$ cat config.mk
export PLATFORM = sky130hd
export DESIGN_NAME = updown_mod_counter
export DESIGN_NICKNAME = d
export VERILOG_FILES = /design/src/rtl/counter_pkg.sv /design/src/rtl/counter_tc_logic.sv /design/src/rtl/updown_mod_counter.sv
export SDC_FILE = /design/constraint.sdc
export NUM_CORES = 1
export LEC_CHECK = 0
export CORE_AREA = 2 2 39 41
export DETAILED_ROUTE_END_ITERATION = 7
export DIE_AREA = 0 0 41 43
export GPL_TIMING_DRIVEN = 0
export PLACE_DENSITY = 0.67
export SKIP_CTS_REPAIR_TIMING = 1
export SYNTH_ARGS = -nofsm -noshare
export SYNTH_HDL_FRONTEND = slang
export SYNTH_SLANG_ARGS = --single-unit
$ cat constraint.sdc
create_clock -name clk -period 1.9 [get_ports clk]
set_clock_uncertainty 0.2 [all_clocks]
set_input_delay 0.19 -clock clk [delete_from_list [all_inputs] [get_ports clk]]
set_output_delay 0.19 -clock clk [all_outputs]
set_load 0.02 [all_outputs]
$ cat src/rtl/counter_pkg.sv
// Shared definitions for the up/down modulo counter family.
// Purpose: mode constants and the next-count helper. Latency: n/a (package).
// Backpressure: n/a; contents: CNT_WRAP/CNT_SAT, cnt_arith_t, cnt_step_t, f_next_count().
package counter_pkg;

  // Range-end behaviour: wrap to the opposite end, or hold at the end reached.
  localparam logic CNT_WRAP = 1'b0;
  localparam logic CNT_SAT  = 1'b1;

  // Widest count register supported. The arithmetic carries one extra bit so that
  // MODULUS = 2**WIDTH is representable and +1/-1 never aliases into range.
  localparam int CNT_MAX_WIDTH = 32;
  localparam int CNT_AW        = CNT_MAX_WIDTH + 1;

  typedef logic [CNT_AW-1:0] cnt_arith_t;

  // {event, next}: event = the step lands on a range end (wrap or saturation).
  typedef struct packed {
    logic       evt;
    cnt_arith_t nxt;
  } cnt_step_t;

  localparam cnt_arith_t CNT_ONE = cnt_arith_t'(1);

  // Next value of a counter that is stepping. count must already be in
  // 0..modulus-1; the result stays in that range in both modes.
  function automatic cnt_step_t f_next_count(
    input cnt_arith_t count,
    input logic       up,
    input cnt_arith_t modulus,
    input logic       sat
  );
    cnt_step_t  res;
    cnt_arith_t top_val;
    top_val = modulus - CNT_ONE;
    res.evt = up ? (count == top_val) : (count == '0);
    if (!res.evt) begin
      res.nxt = up ? (count + CNT_ONE) : (count - CNT_ONE);
    end else if (sat == CNT_SAT) begin
      res.nxt = count;
    end else begin
      res.nxt = up ? '0 : top_val;
    end
    return res;
  endfunction

endpackage

$ cat src/rtl/counter_tc_logic.sv
// Terminal-count and range-end detection for updown_mod_counter.
// Latency: purely combinational, zero cycles. Backpressure: none.
// Ports: count_i (current count), en_i/cin_i/up_i (step controls),
//        range_end_o (count sits at the end the current direction heads to),
//        tc_o (carry-out: range end AND this stage is enabled to step).
module counter_tc_logic
  import counter_pkg::*;
#(
  parameter int     WIDTH   = 4,
  parameter longint MODULUS = 16
) (
  input  logic [WIDTH-1:0] count_i,
  input  logic             en_i,
  input  logic             cin_i,
  input  logic             up_i,
  output logic             range_end_o,
  output logic             tc_o
);

  localparam cnt_arith_t       MAX_A   = cnt_arith_t'(MODULUS - 1);
  localparam logic [WIDTH-1:0] MAX_CNT = MAX_A[WIDTH-1:0];

  logic at_max;
  logic at_min;

  assign at_max      = (count_i == MAX_CNT);
  assign at_min      = (count_i == '0);
  assign range_end_o = up_i ? at_max : at_min;

  // Carry-out is gated by this stage's own enable and carry-in so that a chain
  // ripples combinationally and every stage steps on the same edge.
  assign tc_o = en_i & cin_i & range_end_o;

endmodule

$ cat src/rtl/updown_mod_counter.sv
// Parametrised up/down modulo counter with wrap/saturate, sync clear/load, cascade carry.
// Latency: count/wrapped/ovf registered (update on the selected edge); tc is combinational.
// Backpressure: none; cin gates stepping so cascaded stages advance together.
// Ports: clk, rst (async, active-high), clr, load, din[WIDTH], en, cin, up ->
//        count[WIDTH], tc (carry-out), wrapped (one-edge range-end pulse), ovf (sticky).
module updown_mod_counter
  import counter_pkg::*;
#(
  parameter int     WIDTH    = 4,
  parameter longint MODULUS  = 16,
  parameter int     NEG_EDGE = 1,
  parameter int     SATURATE = 0
) (
  input  logic             clk,
  input  logic             rst,
  input  logic             clr,
  input  logic             load,
  input  logic [WIDTH-1:0] din,
  input  logic             en,
  input  logic             cin,
  input  logic             up,
  output logic [WIDTH-1:0] count,
  output logic             tc,
  output logic             wrapped,
  output logic             ovf
);

  // ---------------------------------------------------------------------------
  // Parameter sanity
  // ---------------------------------------------------------------------------
  if (WIDTH < 1 || WIDTH > CNT_MAX_WIDTH) begin : g_bad_width
    $error("updown_mod_counter: WIDTH must be 1..32");
  end
  if (MODULUS < 2 || MODULUS > (longint'(1) << WIDTH)) begin : g_bad_modulus
    $error("updown_mod_counter: MODULUS must satisfy 2 <= MODULUS <= 2**WIDTH");
  end

  localparam cnt_arith_t       MOD_A    = cnt_arith_t'(MODULUS);
  localparam logic [WIDTH:0]   MOD_W    = MOD_A[WIDTH:0];
  localparam cnt_arith_t       MAX_A    = cnt_arith_t'(MODULUS - 1);
  localparam logic [WIDTH-1:0] MAX_CNT  = MAX_A[WIDTH-1:0];
  localparam logic             SAT_MODE = (SATURATE != 0) ? CNT_SAT : CNT_WRAP;

  // ---------------------------------------------------------------------------
  // State
  // ---------------------------------------------------------------------------
  logic [WIDTH-1:0] count_q;
  logic [WIDTH-1:0] count_d;
  logic             wrapped_q;
  logic             wrapped_d;
  logic             ovf_q;
  logic             ovf_d;

  logic             step;
  logic             range_end;
  logic [WIDTH-1:0] load_val;
  cnt_arith_t       cnt_ext;
  cnt_step_t        step_res;
  logic             unused_nxt_hi;

  // ---------------------------------------------------------------------------
  // Terminal count / range-end detect, shared by tc and the step flags
  // ---------------------------------------------------------------------------
  counter_tc_logic #(
    .WIDTH   (WIDTH),
    .MODULUS (MODULUS)
  ) u_tc (
    .count_i     (count_q),
    .en_i        (en),
    .cin_i       (cin),
    .up_i        (up),
    .range_end_o (range_end),
    .tc_o        (tc)
  );

  // ---------------------------------------------------------------------------
  // Next-state arithmetic
  // ---------------------------------------------------------------------------
  assign step    = en & cin;
  assign cnt_ext = {{(CNT_AW-WIDTH){1'b0}}, count_q};

  always_comb begin
    step_res = f_next_count(cnt_ext, up, MOD_A, SAT_MODE);
  end

  // The helper always returns a value below MODULUS, so the bits above WIDTH
  // are zero by construction and only the low WIDTH bits are registered.
  assign unused_nxt_hi = ^step_res.nxt[CNT_AW-1:WIDTH];

  // Load values outside the range are clamped to the top of the range.
  // Compared in WIDTH+1 bits so MODULUS = 2**WIDTH needs no special case.
  assign load_val = ({1'b0, din} >= MOD_W) ? MAX_CNT : din;

  // clr > load > step; wrapped is a pulse, so it defaults low on every edge.
  always_comb begin
    count_d   = count_q;
    wrapped_d = 1'b0;
    ovf_d     = ovf_q;
    if (clr) begin
      count_d = '0;
      ovf_d   = 1'b0;
    end else if (load) begin
      count_d = load_val;
    end else if (step) begin
      count_d = step_res.nxt[WIDTH-1:0];
      if (range_end) begin
        wrapped_d = 1'b1;
        ovf_d     = 1'b1;
      end
    end
  end

  // The helper and the detect sub-module decide "range end" independently;
  // they must always agree.
  always_comb begin
    assert (step_res.evt == range_end);
  end

  // ---------------------------------------------------------------------------
  // State register: edge chosen at elaboration, clock used un-inverted
  // ---------------------------------------------------------------------------
  if (NEG_EDGE != 0) begin : g_neg_edge
    always_ff @(negedge clk or posedge rst) begin
      if (rst) begin
        count_q   <= '0;
        wrapped_q <= 1'b0;
        ovf_q     <= 1'b0;
      end else begin
        count_q   <= count_d;
        wrapped_q <= wrapped_d;
        ovf_q     <= ovf_d;
      end
    end
  end else begin : g_pos_edge
    always_ff @(posedge clk or posedge rst) begin
      if (rst) begin
        count_q   <= '0;
        wrapped_q <= 1'b0;
        ovf_q     <= 1'b0;
      end else begin
        count_q   <= count_d;
        wrapped_q <= wrapped_d;
        ovf_q     <= ovf_d;
      end
    end
  end

  assign count   = count_q;
  assign wrapped = wrapped_q;
  assign ovf     = ovf_q;

endmodule

==> flow_metrics.py, run 1 <==
metrics = {
    "worst_setup_path": {
        "cp.arrival_ps": 2320,
        "slowest_stage": "dfrtn_1",
        "regToRegStartpoint": "count[2]",
        "path_delay_family": "flip-flops",
        "cp_data_required_time_ps": 1510,
        "start_kind": "flop",
        "critical_path_buf_inv_count": 1,
        "crit_path_max_fanout": 5,
        "cp_cell_sequence": "nand3_2, or2_4, a21oi_4, buf_6",
        "endpoint_kind": "output port",
        "path_class": "reg2out",
        "slowest_delay_ps": 510,
        "cp-startpoint": "count[0]",
    },
    "logic_synthesis": {
        "ys_ff_latch": 6,
        "ys_top_cells_by_area": "dfrtn_1, inv_1, a211o_1",
        "syn_inst": 51,
        "ys_types": 24,
        "yosysMostFrequentCell": "inv_1",
        "synth_top_area_frac": 0.338,
        "synth_edf_count": 0,
        "synthesis.nets": 65,
        "netlist.top_cell.by_area": "dfrtn_1",
        "synth_ff_type": "dfrtn_1",
        "yosys-top-cells-count": "inv_1, dfrtn_1, a21oi_1",
        "ys_warn_count": 0,
        "synth_area_um2": 444,
        "avgSynthCellArea_um2": 8.71,
        "yosysSeqAreaShare": 0.338,
        "async_reset_ff_frac": 1.00,
    },
    "timing": {
        "tightest_slew_ps": 400,
        "rsz0062_at_grt": "yes",
        "finalSetupViolations": 12,
        "final_hold_viol_count": 0,
        "setup_ws_ps": -808,
        "slew_violations": 0,
        "slew_headroom": 0.731,
        "finalSetupTns_ps": -4610,
    },
    "layout": {
        "layout-drive-gt1-share": 0.573,
        "area_growth_pct": 102,
        "nets": 98,
        "antennaDiodeCount": 0,
        "fin_util": 0.649,
        "fin_cells": 98,
    },
    "power_and_ir_drop": {
        "peakVddDrop_mv": 0.326,
        "p_sw_mw": 0.140,
        "pwr_density_cell_mw_per_mm2": 495,
        "p_comb_frac": 0.404,
        "clkPwrFrac": 0.265,
        "p_leak_nw": 0.400,
        "internal-power_mw": 0.305,
        "pwr-share-seq": 0.331,
        "power.total_mw": 0.445,
        "switching_share": 0.314,
    },
    "global_routing": {
        "overflow": 0,
        "grt_pass1_vias": 437,
        "globalRoute.busiestLayer": "met2",
        "met3_usage": 0.0314,
        "grt.total_usage": 0.153,
        "antenna_found_initial": 0,
        "grt_use_met1": 0.189,
        "met2_usage": 0.238,
        "grt_max_degree": 11,
        "grt_pass1_wl_um": 1810,
    },
    "drt": {
        "avgViaCountPerCell": 4.89,
        "wl_um": 1180,
        "drt_first_pass_iters": 2,
        "post_drt_wl_per_cell_um": 12.0,
        "antenna_left": 0,
        "drt_drc_violations_left": 0,
        "drtIter0Drc": 1,
        "vias": 479,
    },
    "clock_network": {
        "cts_num_sinks": 6,
        "clk_pin_slew_ps": 30,
        "cts_root_buf": "clkbuf_4",
        "h-tree-depth": 1,
        "clkLatencyLatePin_ps": 260,
        "clockBufferDepth": 2,
        "numCtsBuffers": 3,
        "cts_tree": "yes",
    },
    "outcome": {
        "violations": "setup timing",
        "status": "finished with violations",
    },
    "die": {
        "dieHeight_um": 43,
        "rows": 14,
        "die_w_um": 41,
        "fp.dieArea_mm2": 0.00176,
        "pin_count": 18,
        "core_mm2": 0.00138,
        "start_util": 0.321,
    },
    "job": {
        "maxCapViolations": 0,
    },
    "placed_design": {
        "dpl.hpwl_um": 822,
        "numPortBuffers": 17,
        "placed_cells": 84,
        "place_congestion": 0.720,
    },
    "min_path": {
        "hold_start": "ovf",
        "hold_class": "reg2reg",
    },
}
power by group through the flow:
stage          combinational [mW]  clock, mW  sequential (mW)
6_report                    0.180      0.118            0.147
5_1_grt                     0.197      0.132            0.148
4_1_cts                     0.144      0.125            0.149
3_5_place_dp                0.143          0            0.151
3_3_place_gp                0.141          0            0.151
2_1_floorplan              0.0763          0            0.157
sequential cells by signal (all words and copies together), names as in the netlist:
register / count
count: 4
wrapped: 1
ovf: 1
worst reg2reg max path, cell delays in order, from the launching register on:
cell       delay [ps]
dfrtn_1           480
buf_6             130
buf_4             110
ha_4              210
and3_4            170
or3_4             400
a2111oi_4         300
a2111oi_1          70
cell families (layout without fill, tap and decap cells):
kind of cell	count (synthesis)	count (layout)	share of synthesized area
flops	6	6	0.338
compound gates	16	16	0.251
fa+ha+maj	3	3	0.101
simple gates	15	15	0.192
xor+xnor	2	2	0.0394
buf+inv	9	40	0.0789
placed cells by master, fill, tap and decap left out, drive strengths merged:
master         synthesis  routed
and4                   1       1
nor2b                  1       1
or3                    1       1
nor2                   3       3
dfrtn                  6       6
o21ai                  3       3
clkbuf                 0       6
dlymetal6s2s           0       2
nand3                  2       2
nand2                  4       4
fa                     1       1
a21o                   1       1
a221oi                 2       2
and3                   1       1
a2111oi                2       2
clkdlybuf4s50          0       4
or2                    1       1
inv                    8       8
xnor2                  1       1
xor2                   1       1
ha                     2       2
a21oi                  5       5
buf                    1      20
a211o                  3       3
nor3                   1       1
worst paths after layout:
path                             to  slack, ps  cells past startpoint
max                              tc       -810                      4
max in group asynchronous  count[2]        510                      2
min in group asynchronous   wrapped        780                      2
min                             ovf        330                      2
min reg2reg                     ovf        330                      2
max reg2reg                count[3]       -330                      7
cell type report:
type	count	area [um^2]
tap	16	20.0
fill	127	485
clock buffer	3	22.5
buffer	1	11.3
sequential	6	150
timing repair buffer	28	269
inverter	8	42.5
multi-input combinational	36	383
routing by layer:
| layer | vias up | share of wire |
|---|---|---|
| met2 | 14 | 0.51 |
| met3 | 2 | 0.046 |
| met1 | 218 | 0.43 |
| met5 | - | 0 |
| met4 | 0 | 0.014 |
| li1 | 245 | - |
through the flow:
| stage | cell area (um^2) | setup WS [ps] | hold slack (ps) |
|---|---|---|---|
| final | 898 | -808 | 325 |
| after global routing | 898 | -878 | 369 |
| after CTS | 768 | -1400 | 315 |
| after global placement | 746 | -1640 | 299 |
| after detailed placement | 746 | -1650 | 310 |
| after floorplan | 556 | -731 | 302 |
Note: power is estimated with default switching activity, not from simulation.
==> inputs of run 2 (changes only) <==
- CAP_MARGIN: unset -> 20
==> results of run 2 <==
No change in the layout: final DEF, timing and power equal those of run 1.
